===== config.mk =====
export PLATFORM = sky130hd
export DESIGN_NAME = back_ground_animated_flat
export DESIGN_NICKNAME = d
export VERILOG_FILES = /design/src/rtl/back_ground_animated_if.sv /design/src/rtl/back_ground_animated.sv /design/src/flat_wrapper.sv
export SDC_FILE = /design/constraint.sdc
export NUM_CORES = 1
export LEC_CHECK = 0
export CORE_MARGIN = 2
export CORE_UTILIZATION = 24
export CTS_CLUSTER_SIZE = 30
export DETAILED_ROUTE_END_ITERATION = 10
export PLACE_DENSITY_LB_ADDON = 0.05
export SYNTH_ARGS = -nofsm -noshare
export SYNTH_HDL_FRONTEND = slang
export SYNTH_SLANG_ARGS = --single-unit

===== constraint.sdc =====
create_clock -name clk -period 7.1 [get_ports clk]
set_input_delay 1.775 -clock clk [delete_from_list [all_inputs] [get_ports clk]]
set_output_delay 1.775 -clock clk [all_outputs]
set_load 0.02 [all_outputs]

===== src/rtl/back_ground_animated_if.sv =====
// Pixel-path bus for back_ground_animated: pixel coordinates, frame strobe,
// mode select, rectangle-table write port and the registered colour outputs.
`default_nettype none

interface back_ground_animated_if;
  logic [10:0] pixelX;
  logic [10:0] pixelY;
  logic        startOfFrame;
  logic [1:0]  mode;
  logic        wrEn;
  logic [2:0]  wrIdx;
  logic [2:0]  wrField;
  logic [10:0] wrData;
  logic [7:0]  BG_RGB;
  logic        boardersDrawReq;
  logic [5:0]  curOffset;

  modport master (
    output pixelX, pixelY, startOfFrame, mode, wrEn, wrIdx, wrField, wrData,
    input  BG_RGB, boardersDrawReq, curOffset
  );

  modport slave (
    input  pixelX, pixelY, startOfFrame, mode, wrEn, wrIdx, wrField, wrData,
    output BG_RGB, boardersDrawReq, curOffset
  );
endinterface

`default_nettype wire


===== src/rtl/back_ground_animated.sv =====
// Animated VGA background painter: base fill, scrolling stripes, double-buffered
// rectangles, outer border and a blinking/breathing bracket frame. 1-clk latency.
`default_nettype none

module back_ground_animated #(
  parameter int          X_FRAME       = 639,
  parameter int          Y_FRAME       = 479,
  parameter int          NUM_RECTS     = 4,
  parameter int          BRACKET_MIN   = 10,
  parameter int          BRACKET_MAX   = 40,
  parameter int          BLINK_FRAMES  = 30,
  parameter int          STRIPE_LOG2   = 4,
  parameter logic [7:0]  BASE_COLOR    = 8'h58,
  parameter logic [7:0]  BORDER_COLOR  = 8'hFC,
  parameter logic [7:0]  BRACKET_COLOR = 8'hFF,
  parameter logic [7:0]  STRIPE_COLOR  = 8'h4A
) (
  input  logic                   clk,
  input  logic                   resetN,
  back_ground_animated_if.slave  bus
);

  localparam int FC_W = (BLINK_FRAMES > 1) ? $clog2(BLINK_FRAMES) : 1;
  localparam int SC_W = STRIPE_LOG2 + 1;

  typedef enum logic [0:0] {DIR_DOWN = 1'b0, DIR_UP = 1'b1} dir_t;

  logic [1:0]      active_mode;
  logic [FC_W-1:0] frame_cnt;
  logic            blink_on;
  logic [SC_W-1:0] scroll;
  logic [5:0]      cur_offset;
  dir_t            dir;

  logic [10:0] sh_x0 [NUM_RECTS];
  logic [10:0] sh_y0 [NUM_RECTS];
  logic [10:0] sh_x1 [NUM_RECTS];
  logic [10:0] sh_y1 [NUM_RECTS];
  logic [7:0]  sh_col [NUM_RECTS];
  logic        sh_en [NUM_RECTS];
  logic [10:0] act_x0 [NUM_RECTS];
  logic [10:0] act_y0 [NUM_RECTS];
  logic [10:0] act_x1 [NUM_RECTS];
  logic [10:0] act_y1 [NUM_RECTS];
  logic [7:0]  act_col [NUM_RECTS];
  logic        act_en [NUM_RECTS];

  logic [7:0] bg_rgb;
  logic       draw_req;

  // Animation state only advances on the frame strobe so a frame never tears.
  always_ff @(posedge clk or negedge resetN) begin
    if (!resetN) begin
      active_mode <= 2'd0;
      frame_cnt   <= '0;
      blink_on    <= 1'b1;
      scroll      <= '0;
      cur_offset  <= 6'(BRACKET_MAX);
      dir         <= DIR_DOWN;
    end else if (bus.startOfFrame) begin
      active_mode <= bus.mode;
      scroll      <= scroll + 1'b1;
      if (frame_cnt == FC_W'(BLINK_FRAMES - 1)) begin
        frame_cnt <= '0;
        blink_on  <= ~blink_on;
      end else begin
        frame_cnt <= frame_cnt + 1'b1;
      end
      if (bus.mode == 2'd3) begin
        if (dir == DIR_DOWN) begin
          if (cur_offset == 6'(BRACKET_MIN)) begin
            cur_offset <= cur_offset + 1'b1;
            dir        <= DIR_UP;
          end else begin
            cur_offset <= cur_offset - 1'b1;
          end
        end else begin
          if (cur_offset == 6'(BRACKET_MAX)) begin
            cur_offset <= cur_offset - 1'b1;
            dir        <= DIR_DOWN;
          end else begin
            cur_offset <= cur_offset + 1'b1;
          end
        end
      end else begin
        cur_offset <= 6'(BRACKET_MAX);
        dir        <= DIR_DOWN;
      end
    end
  end

  // Active table takes the pre-write shadow contents on the frame strobe.
  always_ff @(posedge clk or negedge resetN) begin
    if (!resetN) begin
      for (int i = 0; i < NUM_RECTS; i++) begin
        sh_x0[i] <= '0; sh_y0[i] <= '0; sh_x1[i] <= '0; sh_y1[i] <= '0;
        sh_col[i] <= '0; sh_en[i] <= 1'b0;
        act_x0[i] <= '0; act_y0[i] <= '0; act_x1[i] <= '0; act_y1[i] <= '0;
        act_col[i] <= '0; act_en[i] <= 1'b0;
      end
    end else begin
      for (int i = 0; i < NUM_RECTS; i++) begin
        if (bus.startOfFrame) begin
          act_x0[i]  <= sh_x0[i];
          act_y0[i]  <= sh_y0[i];
          act_x1[i]  <= sh_x1[i];
          act_y1[i]  <= sh_y1[i];
          act_col[i] <= sh_col[i];
          act_en[i]  <= sh_en[i];
        end
        if (bus.wrEn && bus.wrIdx == 3'(i)) begin
          case (bus.wrField)
            3'd0: sh_x0[i]  <= bus.wrData;
            3'd1: sh_y0[i]  <= bus.wrData;
            3'd2: sh_x1[i]  <= bus.wrData;
            3'd3: sh_y1[i]  <= bus.wrData;
            3'd4: sh_col[i] <= bus.wrData[7:0];
            3'd5: sh_en[i]  <= bus.wrData[0];
            default: ;
          endcase
        end
      end
    end
  end

  logic        visible;
  logic [11:0] stripe_sum;
  logic [10:0] off_ext;
  logic        bracket_hit;
  logic        bracket_show;
  logic [7:0]  color_next;
  logic        req_next;

  assign visible      = (bus.pixelX <= 11'(X_FRAME)) && (bus.pixelY <= 11'(Y_FRAME));
  assign stripe_sum   = {1'b0, bus.pixelX} + 12'(scroll);
  assign off_ext      = {5'd0, cur_offset};
  assign bracket_hit  = (bus.pixelX == off_ext) || (bus.pixelY == off_ext) ||
                        (bus.pixelX == 11'(X_FRAME) - off_ext) ||
                        (bus.pixelY == 11'(Y_FRAME) - off_ext);
  assign bracket_show = !(active_mode == 2'd1 && !blink_on);

  always_comb begin
    color_next = BASE_COLOR;
    req_next   = 1'b0;
    if (visible) begin
      if (active_mode == 2'd2 && stripe_sum[STRIPE_LOG2])
        color_next = STRIPE_COLOR;
      for (int i = 0; i < NUM_RECTS; i++) begin
        if (act_en[i] &&
            bus.pixelX >= act_x0[i] && bus.pixelX <= act_x1[i] &&
            bus.pixelY >= act_y0[i] && bus.pixelY <= act_y1[i])
          color_next = act_col[i];
      end
      if (bus.pixelX == 11'd0 || bus.pixelY == 11'd0 ||
          bus.pixelX == 11'(X_FRAME) || bus.pixelY == 11'(Y_FRAME))
        color_next = BORDER_COLOR;
      if (bracket_hit && bracket_show) begin
        color_next = BRACKET_COLOR;
        req_next   = 1'b1;
      end
    end
  end

  always_ff @(posedge clk or negedge resetN) begin
    if (!resetN) begin
      bg_rgb   <= 8'hFF;
      draw_req <= 1'b0;
    end else begin
      bg_rgb   <= color_next;
      draw_req <= req_next;
    end
  end

  assign bus.BG_RGB          = bg_rgb;
  assign bus.boardersDrawReq = draw_req;
  assign bus.curOffset       = cur_offset;

endmodule

`default_nettype wire


===== src/flat_wrapper.sv =====
// flat-port wrapper written by rule: the top's interface ports become plain ports
module back_ground_animated_flat 
#(
  parameter int          X_FRAME       = 639,
  parameter int          Y_FRAME       = 479,
  parameter int          NUM_RECTS     = 4,
  parameter int          BRACKET_MIN   = 10,
  parameter int          BRACKET_MAX   = 40,
  parameter int          BLINK_FRAMES  = 30,
  parameter int          STRIPE_LOG2   = 4,
  parameter logic [7:0]  BASE_COLOR    = 8'h58,
  parameter logic [7:0]  BORDER_COLOR  = 8'hFC,
  parameter logic [7:0]  BRACKET_COLOR = 8'hFF,
  parameter logic [7:0]  STRIPE_COLOR  = 8'h4A
)
  (clk, resetN, bus_pixelX, bus_pixelY, bus_startOfFrame, bus_mode, bus_wrEn, bus_wrIdx, bus_wrField, bus_wrData, bus_BG_RGB, bus_boardersDrawReq, bus_curOffset);
  back_ground_animated_if bus_i ();
  input  logic clk;
  input  logic resetN;
  input wire logic [$bits(bus_i.pixelX)-1:0] bus_pixelX;
  input wire logic [$bits(bus_i.pixelY)-1:0] bus_pixelY;
  input wire logic [$bits(bus_i.startOfFrame)-1:0] bus_startOfFrame;
  input wire logic [$bits(bus_i.mode)-1:0] bus_mode;
  input wire logic [$bits(bus_i.wrEn)-1:0] bus_wrEn;
  input wire logic [$bits(bus_i.wrIdx)-1:0] bus_wrIdx;
  input wire logic [$bits(bus_i.wrField)-1:0] bus_wrField;
  input wire logic [$bits(bus_i.wrData)-1:0] bus_wrData;
  output wire logic [$bits(bus_i.BG_RGB)-1:0] bus_BG_RGB;
  output wire logic [$bits(bus_i.boardersDrawReq)-1:0] bus_boardersDrawReq;
  output wire logic [$bits(bus_i.curOffset)-1:0] bus_curOffset;
  assign bus_i.pixelX = bus_pixelX;
  assign bus_i.pixelY = bus_pixelY;
  assign bus_i.startOfFrame = bus_startOfFrame;
  assign bus_i.mode = bus_mode;
  assign bus_i.wrEn = bus_wrEn;
  assign bus_i.wrIdx = bus_wrIdx;
  assign bus_i.wrField = bus_wrField;
  assign bus_i.wrData = bus_wrData;
  assign bus_BG_RGB = bus_i.BG_RGB;
  assign bus_boardersDrawReq = bus_i.boardersDrawReq;
  assign bus_curOffset = bus_i.curOffset;
  back_ground_animated #(.X_FRAME(X_FRAME), .Y_FRAME(Y_FRAME), .NUM_RECTS(NUM_RECTS), .BRACKET_MIN(BRACKET_MIN), .BRACKET_MAX(BRACKET_MAX), .BLINK_FRAMES(BLINK_FRAMES), .STRIPE_LOG2(STRIPE_LOG2), .BASE_COLOR(BASE_COLOR), .BORDER_COLOR(BORDER_COLOR), .BRACKET_COLOR(BRACKET_COLOR), .STRIPE_COLOR(STRIPE_COLOR)) u_core (.clk(clk), .resetN(resetN), .bus(bus_i));
endmodule

Word level (Yosys, flattened, before mapping) --
Index checks and enable logic that the tools add are counted.
Storage, ports and cells: flip-flop bits (word level) 453, bits of input ports 45, output and inout port bits 15, logic and storage cells 182
Operators by class: add/sub/neg operators 7, $lt $le $gt $ge 18, equal/unequal tests 20, multiplexer cells 19, bitwise logic cells 1, reduce and logical (&&, ||, !) cells 61
Operator list (count):
- $ge 11x11->1 | 8
- $le 11x11->1 | 8
- $mux 8 | 7
- $reduce_and 2->1 | 25
- $logic_and 1x1->1 | 24
- $mux 6 | 4
- $eq 11x11->1 | 2
- $eq 11x6->1 | 2
- $logic_not 11->1 | 2
- $eq 3x2->1 const B | 4
- $eq 11x10->1 const B | 1
- $eq 11x9->1 const B | 1
- $le 11x10->1 const B | 1
- $le 11x9->1 const B | 1
- $sub 10x6->11 const A | 1
- $add 5x1->5 const B | 2
- $mux 5 | 2
- $sub 9x6->10 const A | 1
- $add 6x1->6 const B | 1
- $eq 3x1->1 const B | 2
- $eq 3x3->1 const B | 2
- $eq 6x4->1 const B | 1
- $eq 6x6->1 const B | 1
- $logic_not 3->1 | 2
- 9 further kinds | 21

Depth between registers and ports, before layout --
Gate-level depths: netlist of run 1.
depth after elaboration 12, mapped depth 12, mapped depth without buffers 11

Worst setup path after synthesis of run 1 --
Ideal clock, no wire load.
kind input -> register, from input port bus_pixelY[0], to register u_core.bg_rgb[2], in the netlist u_core.bus.BG_RGB[2], arrival time 3787 ps, required time 7037 ps, slack 3251 ps, cell stages on the path 11, buffers on the path 0, cell sequence inv_1 ha_1 inv_1 a21oi_1 o21ai_1 a21o_1 a221oi_2 o2111ai_4 mux2i_1 a2111oi_0 a311o_1
Between the ends: longest elaborated chain between the ends 10, elaborated cells between the ends (all ways) 36
Ends and longest elaborated chain:
- start: declaration | line flat_wrapper.sv:21 | input wire logic [$bits(bus_i.pixelY)-1:0] bus_pixelY;
- $ge 11x11->1 | line back_ground_animated.sv:151 | bus.pixelY >= act_y0[i] && bus.pixelY <= act_y1[i])
- $logic_and 1x1->1 | line back_ground_animated.sv:150 | bus.pixelX >= act_x0[i] && bus.pixelX <= act_x1[i] &&
- $logic_and 1x1->1 | line back_ground_animated.sv:151
- $mux 8 (4 in series) | line back_ground_animated.sv:149 | if (act_en[i] &&
- $mux 8 | line back_ground_animated.sv:154 | if (bus.pixelX == 11'd0 || bus.pixelY == 11'd0 ||
- $mux 8 | line back_ground_animated.sv:157 | if (bracket_hit && bracket_show) begin
- $mux 8 * | line back_ground_animated.sv:145 | if (visible) begin
- named net u_core.color_next[2] | line back_ground_animated.sv:131 | logic [7:0] color_next;
- end signal: assignment | line back_ground_animated.sv:169 | bg_rgb <= color_next;
- end: declaration | line back_ground_animated.sv:48 | logic [7:0] bg_rgb;
The timed path passes the listed nets; every way through them passes the cells marked *. A chain may end at the register's enable or synchronous reset.

Final worst setup path of run 1 --
from input port bus_pixelY[5], to register u_core.bg_rgb[5], in the netlist u_core.bus.BG_RGB[5]
Same word-level chain as after synthesis.

==> results of run 1 <==
[flip-flops by register name, summed over array words and instances (netlist names), 2 cells and up]
| name | flops |
|---|---|
| u_core.act_col | 32 |
| u_core.act_en | 4 |
| u_core.act_x0 | 44 |
| u_core.act_x1 | 44 |
| u_core.act_y0 | 44 |
| u_core.act_y1 | 44 |
| u_core.active_mode | 2 |
| u_core.bus.BG_RGB | 8 |
| u_core.bus.curOffset | 6 |
| u_core.frame_cnt | 5 |
| u_core.scroll | 5 |
| u_core.sh_col | 32 |
| u_core.sh_en | 4 |
| u_core.sh_x0 | 44 |
| u_core.sh_x1 | 44 |
| u_core.sh_y0 | 44 |
| u_core.sh_y1 | 44 |
[final cells by class]
class | count | share of cell area, %
antenna | 2 | 0.0194
clock inverter | 17 | 0.871
clock buffer | 87 | 6.57
inverter | 183 | 2.66
timing repair buffer | 91 | 3.41
multi-input combinational | 1251 | 36.9
tap | 1176 | 5.69
sequential | 453 | 43.9
[power by group through the flow]
stage                     Combinational [W]  Clock (W)  Sequential [W]
after CTS                           0.00121    0.00311         0.00315
after detailed placement            0.00120          0         0.00319
after global routing                0.00135    0.00322         0.00319
final                               0.00117    0.00299         0.00314
after global placement              0.00118          0         0.00319
after floorplan                    0.000781          0         0.00312
[kinds of logic after synthesis]
group / share of synthesized area, %
AO/OA/AOI/OAI: 10.0
XOR/XNOR: 0.839
adder cells (fa/ha/maj): 10.6
buffers and inverters: 4.66
flip-flops: 51.8
multiplexers: 13.6
AND/OR/NAND/NOR: 8.46
[path summary, 6_finish.rpt]
kind	startpoint	slack [ns]	cells past startpoint	endpoint
worst max-delay path	bus_pixelY[5]	2.15	11	u_core.bus.BG_RGB[5]
min in group asynchronous	resetN	1.16	1	u_core.sh_col[10]
worst min register to register	u_core.sh_y1[28]	0.46	2	u_core.act_y1[28]
worst min-delay path	u_core.sh_y1[28]	0.46	2	u_core.act_y1[28]
max in group asynchronous	resetN	4.57	2	u_core.act_x0[35]
worst max register to register	u_core.act_x1[12]	4.09	10	u_core.bus.BG_RGB[5]
[layer usage]
| metal | up-vias | part of all wire [%] |
|---|---|---|
| met5 | - | 0 |
| met4 | 0 | 2.3 |
| met3 | 84 | 3.1 |
| li1 | 6960 | - |
| met2 | 221 | 46 |
| met1 | 7372 | 49 |
[through the flow]
stage / cell area, µm² / setup slack [ns] / hold slack [ns] / total power [W]
final: 25900 / 2.15 / 0.465 / 0.00730
after floorplan: 21900 / 3.25 / 0.448 / 0.00390
after CTS: 25900 / 2.13 / 0.454 / 0.00747
after detailed placement: 23900 / 1.47 / 0.465 / 0.00440
after global placement: 23900 / 1.51 / 0.455 / 0.00437
after global routing: 25900 / 1.88 / 0.495 / 0.00776
[worst register-to-register path: cells and delay by family (launching register included)]
kind                       cells  cell delay [ns]
DFF                            1             0.36
and+or+nand+nor                2             0.31
adders and majority gates      1             0.24
buffers and inverters          2             0.32
AOI/OAI and AO/OA              5             1.73
[layout by cell type, fill, tap and decap left out, drive strengths merged, types with 12 or more instances in the layout]
master,n
dfrtp,442
mux2,258
nand2,234
o21ai,218
ha,186
inv,184
clkbuf,87
a21oi,57
clkdlybuf4s50,55
nor2,47
buf,36
nand4,27
nand3,18
nor3,18
a21o,16
o21a,15
xor2,13
nand2b,12
==> flow_summary.json, run 1 <==
{
  "seqPwrFrac_pct": 43.1,
  "place_hpwl_um": 43500,
  "clk_latency_ns": 0.61,
  "fill_cells": 9357,
  "busiest_layer": "met2",
  "die_y_um": 306,
  "drc": 0,
  "ys_seq_area_share_pct": 51.8,
  "netlist.area_leader.share_pct": 50.5,
  "use_met2_pct": 24.0,
  "setup-violations-final": 0,
  "fp.dieW_um": 306,
  "post-cts-setup-buffer-count": 0,
  "row_count": 110,
  "synth.distinct_cells": 68,
  "hold_path_class": "flop to flop",
  "ys.flop_type": "dfrtp_1",
  "vias": 14600,
  "ys_ff_latch": 453,
  "layout-drive-gt1-share_pct": 19.5,
  "cts-resized-gates": 0,
  "synth_common_cells": "442 x dfrtp_1, 257 x mux2_2, 234 x nand2_1",
  "gp_congestion": 0.743,
  "rsz0062_at_grt": "false",
  "cap_violations": 0,
  "viasPerCell": 4.49,
  "max_slew_margin_pct": 26.9,
  "start_util_pct": 24.3,
  "min_period_over_period_pct": 69.7,
  "postSynthAreaPerCell_um2": 11.1,
  "first_pass_iters": 5,
  "cp_max_fo": 12,
  "cts_tree": "yes",
  "syn_to_final_growth_pct": 18.0,
  "synthCells": 1975,
  "p_sw_share_pct": 27.8,
  "intPower_w": 0.00527,
  "clkPwrFrac_pct": 40.9,
  "use_met1_pct": 21.1,
  "fin_setup_tns_ns": 0,
  "path_cells": "clkdlybuf4s50_1 > ha_1 > nand2_1 > o21ai_0 > a21oi_1 > o31ai_1 > nand4_2 > nor2_1 > mux2i_1 > a2111oi_0 > a311o_1",
  "ant_nets": 0,
  "postLayoutCoreUtil_pct": 28.6,
  "synth_largest_area_cell": "dfrtp_1",
  "fin_crit_ns": 4.95,
  "clkTransAtPathRegs_ns": 0.06,
  "placed_cells": 3154,
  "cp.required_ns": 7.64,
  "dieArea_um2": 93700,
  "grt_overflow": 0,
  "end_kind": "flop",
  "grt_usage_pct": 14.9,
  "max_stage_delay_ns": 0.95,
  "power_density_nw_per_um2": 282,
  "wl_um": 68800,
  "met3_usage_pct": 1.98,
  "multi_input_area_um2": 9540,
  "antenna_found_initial": 13,
  "path_delay_family": "compound AO/OA/AOI/OAI gates",
  "grt_pass1_wl_um": 103000,
  "portBuffers": 59,
  "yosysMostFrequentCell": "dfrtp_1",
  "status": "finished, final reports clean",
  "synth_area_leaders": "dfrtp_1 50%, mux2_2 13%, ha_1 11%",
  "wl_per_cell_um": 21.1,
  "cts_hold_buffers": 0,
  "clock-sinks": 453,
  "instances_no_fill": 3260,
  "grt_max_degree": 147,
  "grt_pass1_vias": 14900,
  "clock_skew_ns": 0.0277,
  "setup.worst_path.class": "input pin to flop",
  "tightestPinTransition_ns": 1.09,
  "crit_slowest_cell": "clkdlybuf4s50_1",
  "comb_power_share_pct": 16.0,
  "numCtsBuffers": 56,
  "async_flop_share_pct": 100,
  "p_leak_nw": 11.7,
  "switchingPower_w": 0.00203,
  "drt-initial-drc-count": 838,
  "synth-edff-count": 0,
  "worst_setup_path_start_kind": "input pin",
  "hold_viol": 0,
  "htreeDepth": 2,
  "cp_num_buf_inv": 1,
  "core-area_um2": 90300,
  "max_freq_ghz": 0.202,
  "ys_warn_count": 0,
  "slew_viol_final": 0,
  "peakVddDrop_mv": 0.145,
  "synth_area_um2": 21900,
  "nets": 2267,
  "cp.arrival_ns": 5.49,
  "io_pins": 60,
  "ff_latch_area_um2": 11300,
  "cts-root-buf": "clkbuf_16",
  "clockBufferDepth": 3,
  "synth_nets": 2206
}
Power figures use the tool's default switching activity.
==> run 2: changes to the inputs <==
==> constraint.sdc (replaced) <==
create_clock -name clk -period 5.1 [get_ports clk]
set_input_delay 1.275 -clock clk [delete_from_list [all_inputs] [get_ports clk]]
set_output_delay 1.275 -clock clk [all_outputs]
set_load 0.02 [all_outputs]
==> run 2 against run 1 <==
Clock skew is 0.0096 ns lower. Clock power grew 41%. Cell count increased by 1.0%. Sequential share of layout area decreased by 0.58 points. Setup slack lost 1.2 ns. Register-to-register slack worse by 2.2 ns. Global-route usage increased by 0.083 points. Largest power group unchanged. Hold slack improved by 0.0052 ns.
==> flow_summary.json, run 2 (synthesis results as in run 1) <==
{
  "drc": 0,
  "cts_hold_buffers": 0,
  "dieArea_um2": 93700,
  "syn_to_final_growth_pct": 19.6,
  "setup-violations-final": 0,
  "power_density_nw_per_um2": 391,
  "viasPerCell": 4.47,
  "cp_max_fo": 8,
  "io_pins": 60,
  "first_pass_iters": 5,
  "htreeDepth": 2,
  "crit_slowest_cell": "clkdlybuf4s50_1",
  "wl_met1_um": 34200,
  "clockBufferDepth": 3,
  "final_cell_mix": "442 x dfrtp_1, 257 x mux2_2, 234 x nand2_1",
  "max_slew_margin_pct": 23.4,
  "ant_nets": 0,
  "whs_ns": 0.470,
  "path_delay_family": "compound AO/OA/AOI/OAI gates",
  "post_dp_cell_area_um2": 24200,
  "clkTransAtPathRegs_ns": 0.06,
  "cts-root-buf": "clkbuf_16",
  "tightestPinTransition_ns": 1.14,
  "clock_skew_ns": 0.0181,
  "fin_setup_tns_ns": 0,
  "layout-drive-gt1-share_pct": 20.8,
  "cp_common_cell": "nor2_1",
  "r2r_slack_ns": 1.90,
  "cts-resized-gates": 0,
  "dr_wl_met2_um": 30900,
  "max_freq_ghz": 0.239,
  "grt_usage_pct": 15.0,
  "cp_num_buf_inv": 1,
  "cp.required_ns": 5.66,
  "clk_latency_ns": 0.62,
  "gp_congestion": 0.741,
  "hold_path_class": "flop to flop",
  "cap_violations": 0,
  "wl_um": 68900,
  "grt_pass1_wl_um": 104000,
  "peakVddDrop_mv": 0.227,
  "nets": 2300,
  "post-cts-setup-buffer-count": 0,
  "antenna_found_initial": 6,
  "p_leak_nw": 11.9,
  "fin_crit_ns": 4.19,
  "die_y_um": 306,
  "clock-sinks": 453,
  "vias": 14700,
  "drt-initial-drc-count": 696,
  "highest_layer": "met5",
  "core-area_um2": 90300,
  "cts_tree": "yes",
  "status": "finished, final reports clean",
  "rsz0062_at_grt": "false",
  "hold_viol": 0,
  "grt_overflow": 0,
  "grt_pass1_vias": 15400,
  "final_common_cell": "dfrtp_1",
  "numCtsBuffers": 58,
  "wl_per_cell_um": 20.9,
  "end_kind": "flop",
  "route.met3.wl_um": 2090,
  "slew_viol_final": 0,
  "grt_max_degree": 110,
  "worst_setup_path_start_kind": "input pin",
  "place_hpwl_um": 43900,
  "max_stage_delay_ns": 0.85,
  "portBuffers": 59,
  "min_period_over_period_pct": 82.2,
  "path_cells": "clkdlybuf4s50_1 > ha_1 > a211oi_1 > nor2_1 > o31ai_1 > o2bb2ai_1 > nand4_2 > nor2_1 > mux2i_1 > a2111oi_0 > a311o_1",
  "setup.worst_path.class": "input pin to flop",
  "fin_area_um2": 26200,
  "fp.dieW_um": 306,
  "start_util_pct": 24.3,
  "cp.arrival_ns": 4.75,
  "row_count": 110
}
[run 2: path summary, 6_finish.rpt]
check                      cells past startpoint               from                   end
min                                            2   u_core.sh_y0[15]     u_core.act_y0[15]
max in group asynchronous                      2             resetN      u_core.sh_x0[36]
min reg2reg                                    2   u_core.sh_y0[15]     u_core.act_y0[15]
max                                           11      bus_pixelY[4]  u_core.bus.BG_RGB[5]
max reg2reg                                   11  u_core.act_x1[28]  u_core.bus.BG_RGB[7]
min in group asynchronous                      1             resetN      u_core.sh_col[8]
[run 2: cell type report]
| type | instances | area, µm² |
|---|---|---|
| multi-input cells | 1251 | 9550 |
| inverters | 183 | 687 |
| diodes | 1 | 2.50 |
| clock inverters | 18 | 200 |
| fillers | 9271 | 64100 |
| well taps | 1176 | 1470 |
| repair buffers | 122 | 1190 |
| clock buffers | 89 | 1760 |
| flip-flops and latches | 453 | 11300 |
[run 2: where the power goes]
group / switching [W] / internal (W) / total (W)
clock network: 0.00166 / 0.00256 / 0.00422
registers: 0.000259 / 0.00411 / 0.00437
logic: 0.000920 / 0.000728 / 0.00165
[run 2: per-layer routing]
layer  vias up  global-route usage, %
li1       7036                      -
met1      7403                   21.3
met2       192                   23.8
met3        93                   2.27
met4         2                   3.96
met5         -                      0
[run 2: metrics by stage]
step                      setup WS [ns]  power, W  cells  util, %
final                             0.909    0.0102   3293     29.0
after global routing              0.631    0.0109   3292     29.0
after detailed placement          0.171   0.00612   3185     26.9
after floorplan                    1.75   0.00543   1975        -
after global placement            0.331   0.00609   3185     26.9
after CTS                         0.872    0.0105   3292     29.0
[run 2: worst reg2reg max path, cell delays in order, from the launching register on]
cell       delay [ns]
dfrtp_1          0.35
inv_1            0.07
ha_1             0.26
nand4_1          0.20
a21oi_1          0.09
a2111oi_1        0.47
nor2_1           0.12
o32ai_2          0.34
o2111ai_4        0.41
mux2i_1          0.21
a2111oi_0        0.46
a311o_1          0.17
==> run 3: changes to the inputs <==
==> constraint.sdc (replaced) <==
create_clock -name clk -period 4.1 [get_ports clk]
set_input_delay 1.025 -clock clk [delete_from_list [all_inputs] [get_ports clk]]
set_output_delay 1.025 -clock clk [all_outputs]
set_load 0.02 [all_outputs]
==> run 3 against run 2 <==
Combinational power increased by 27%. Design area is 1.7% higher. Utilization grew 0.50 points. Global-route usage is essentially flat. Hold slack worse by 0.058 ns. Register-to-register slack worse by 0.51 ns. Die area is the same. Total power rose by 24%. Via count increased by 0.72%. Clock skew down 0.0036 ns. Critical path type unchanged. Largest power group unchanged.
==> flow_summary.json, run 3 (synthesis results as in run 1) <==
{
  "status": "finished, final reports clean",
  "crit_start": "bus_pixelX[6]",
  "gp_congestion": 0.746,
  "first_pass_iters": 5,
  "switchingPower_w": 0.00348,
  "grt_overflow": 0,
  "grt_pass1_wl_um": 104000,
  "fill_cells": 9333,
  "p_leak_nw": 12.2,
  "drt-initial-drc-count": 624,
  "hold_viol": 0,
  "clkTransAtPathRegs_ns": 0.06,
  "dieArea_um2": 93700,
  "drc": 0,
  "post_dp_cell_area_um2": 24700,
  "clkPwrFrac_pct": 40.7,
  "use_met2_pct": 24.3,
  "clock-sinks": 453,
  "place_hpwl_um": 44400,
  "cp.arrival_ns": 3.98,
  "intPower_w": 0.00921,
  "fp.dieW_um": 306,
  "cts-resized-gates": 0,
  "row_count": 110,
  "seqPwrFrac_pct": 42.8,
  "final_cell_mix": "442 x dfrtp_1, 257 x mux2_2, 234 x nand2_1",
  "fin_setup_tns_ns": 0,
  "grt_max_degree": 92,
  "power_density_nw_per_um2": 476,
  "setup-violations-final": 0,
  "vias": 14800,
  "clock_skew_ns": 0.0145,
  "clockBufferDepth": 3,
  "antenna_found_initial": 3,
  "peakVddDrop_mv": 0.299,
  "portBuffers": 59,
  "path_cells": "clkdlybuf4s50_1 > buf_4 > ha_1 > a21oi_1 > and3_1 > o21ai_0 > a221o_1 > nand4_2 > buf_4 > buf_4 > nor2_1 > mux2i_1 > a211oi_1 > a311o_1",
  "syn_to_final_growth_pct": 21.6,
  "wl_um": 68800,
  "final_common_cell": "dfrtp_1",
  "crit_slowest_cell": "clkdlybuf4s50_1",
  "cap_violations": 0,
  "fin_area_um2": 26700,
  "start_util_pct": 24.3,
  "max_freq_ghz": 0.289,
  "ant_nets": 0,
  "numCtsBuffers": 56,
  "met3_usage_pct": 2.12,
  "viasPerCell": 4.45,
  "use_met1_pct": 21.2,
  "reg2reg_to": "u_core.bus.BG_RGB[7]",
  "grt_pass1_vias": 15600,
  "layout-drive-gt1-share_pct": 22.1,
  "fin_crit_ns": 3.46,
  "worst_setup_path_start_kind": "input pin",
  "tightestPinTransition_ns": 1.19,
  "cts-root-buf": "clkbuf_16",
  "max_stage_delay_ns": 0.58,
  "cp.required_ns": 4.62,
  "cts_tree": "yes",
  "r2r_slack_ns": 1.39,
  "die_y_um": 306,
  "ff2ff_path_depth": 12,
  "cts_hold_buffers": 0,
  "grt_usage_pct": 15.0,
  "core-area_um2": 90300,
  "clk_latency_ns": 0.60,
  "post-cts-setup-buffer-count": 0,
  "max_slew_margin_pct": 20.1,
  "htreeDepth": 2,
  "r2r_start": "u_core.act_x1[24]",
  "slew_viol_final": 0,
  "end_kind": "flop",
  "rsz0062_at_grt": "false",
  "io_pins": 60,
  "setup.worst_path.class": "input pin to flop",
  "cp_common_cell": "buf_4",
  "wl_per_cell_um": 20.6,
  "nets": 2342,
  "comb_power_share_pct": 16.5,
  "min_period_over_period_pct": 84.4,
  "cp_max_fo": 5,
  "p_sw_share_pct": 27.4,
  "busiest_layer": "met2",
  "hold_path_class": "input pin to asynchronous set/reset pin"
}
## run 3: cell types whose count changed in the layout (fill, tap and decap cells not counted), moves of 2 or more
cell       delta
clkbuf_1      +3
clkbuf_16     -2
buf_12       +13
buf_4        +31
clkinv_2      -2
## run 3: worst max path at each step
stage,end,slack (ns),cells past startpoint
after floorplan,u_core.bus.BG_RGB[2],1.00,11
after global placement,u_core.bus.BG_RGB[0],0.02,14
after detailed placement,u_core.bus.BG_RGB[1],-0.04,13
after CTS,u_core.bus.BG_RGB[1],0.62,13
after global routing,u_core.bus.BG_RGB[7],0.34,15
final,u_core.bus.BG_RGB[0],0.64,14
## run 3: area by class of cell
class                      instances  area (µm²)  share of cell area (%)
sequential                       453       11300                    42.6
multi-input combinational       1251        9540                    35.8
clock buffer                      90        1720                    6.45
timing repair buffer             166        1690                    6.33
tap                             1176        1470                    5.52
inverter                         183         687                    2.58
clock inverter                    14         195                   0.732
antenna                            1        2.50                 0.00939
## run 3: worst max-delay path: cells and delay by family
family,cells,cell delay (ns)
adders and majority gates,1,0.34
muxes,1,0.12
and+or+nand+nor,3,0.26
buffers and inverters,4,1.16
AOI/OAI and AO/OA,5,1.04
## run 3: power groups by stage
stage,clock network [W],registers [W],logic [W]
3_5_place_dp,0,0.00552,0.00215
4_1_cts,0.00539,0.00544,0.00216
5_1_grt,0.00556,0.00551,0.00242
3_3_place_gp,0,0.00551,0.00211
6_report,0.00517,0.00544,0.00209
2_1_floorplan,0,0.00540,0.00135
## run 3: stage by stage
step / instances / power (W) / hold slack [ns] / utilization, % / setup WS (ns)
floorplan: 1975 / 0.00675 / 0.448 / - / 1.00
global placement: 3229 / 0.00762 / 0.458 / 27.4 / 0.0161
detailed placement: 3229 / 0.00766 / 0.464 / 27.4 / -0.0396
CTS: 3333 / 0.0130 / 0.389 / 29.5 / 0.623
global route: 3333 / 0.0135 / 0.410 / 29.5 / 0.342
finish: 3334 / 0.0127 / 0.412 / 29.5 / 0.638
## run 3: metal layers
layer / share of wire [%] / vias to the layer above
li1: - / 7112
met1: 50 / 7483
met2: 46 / 165
met3: 2.7 / 72
met4: 1.8 / 0
met5: 0 / -
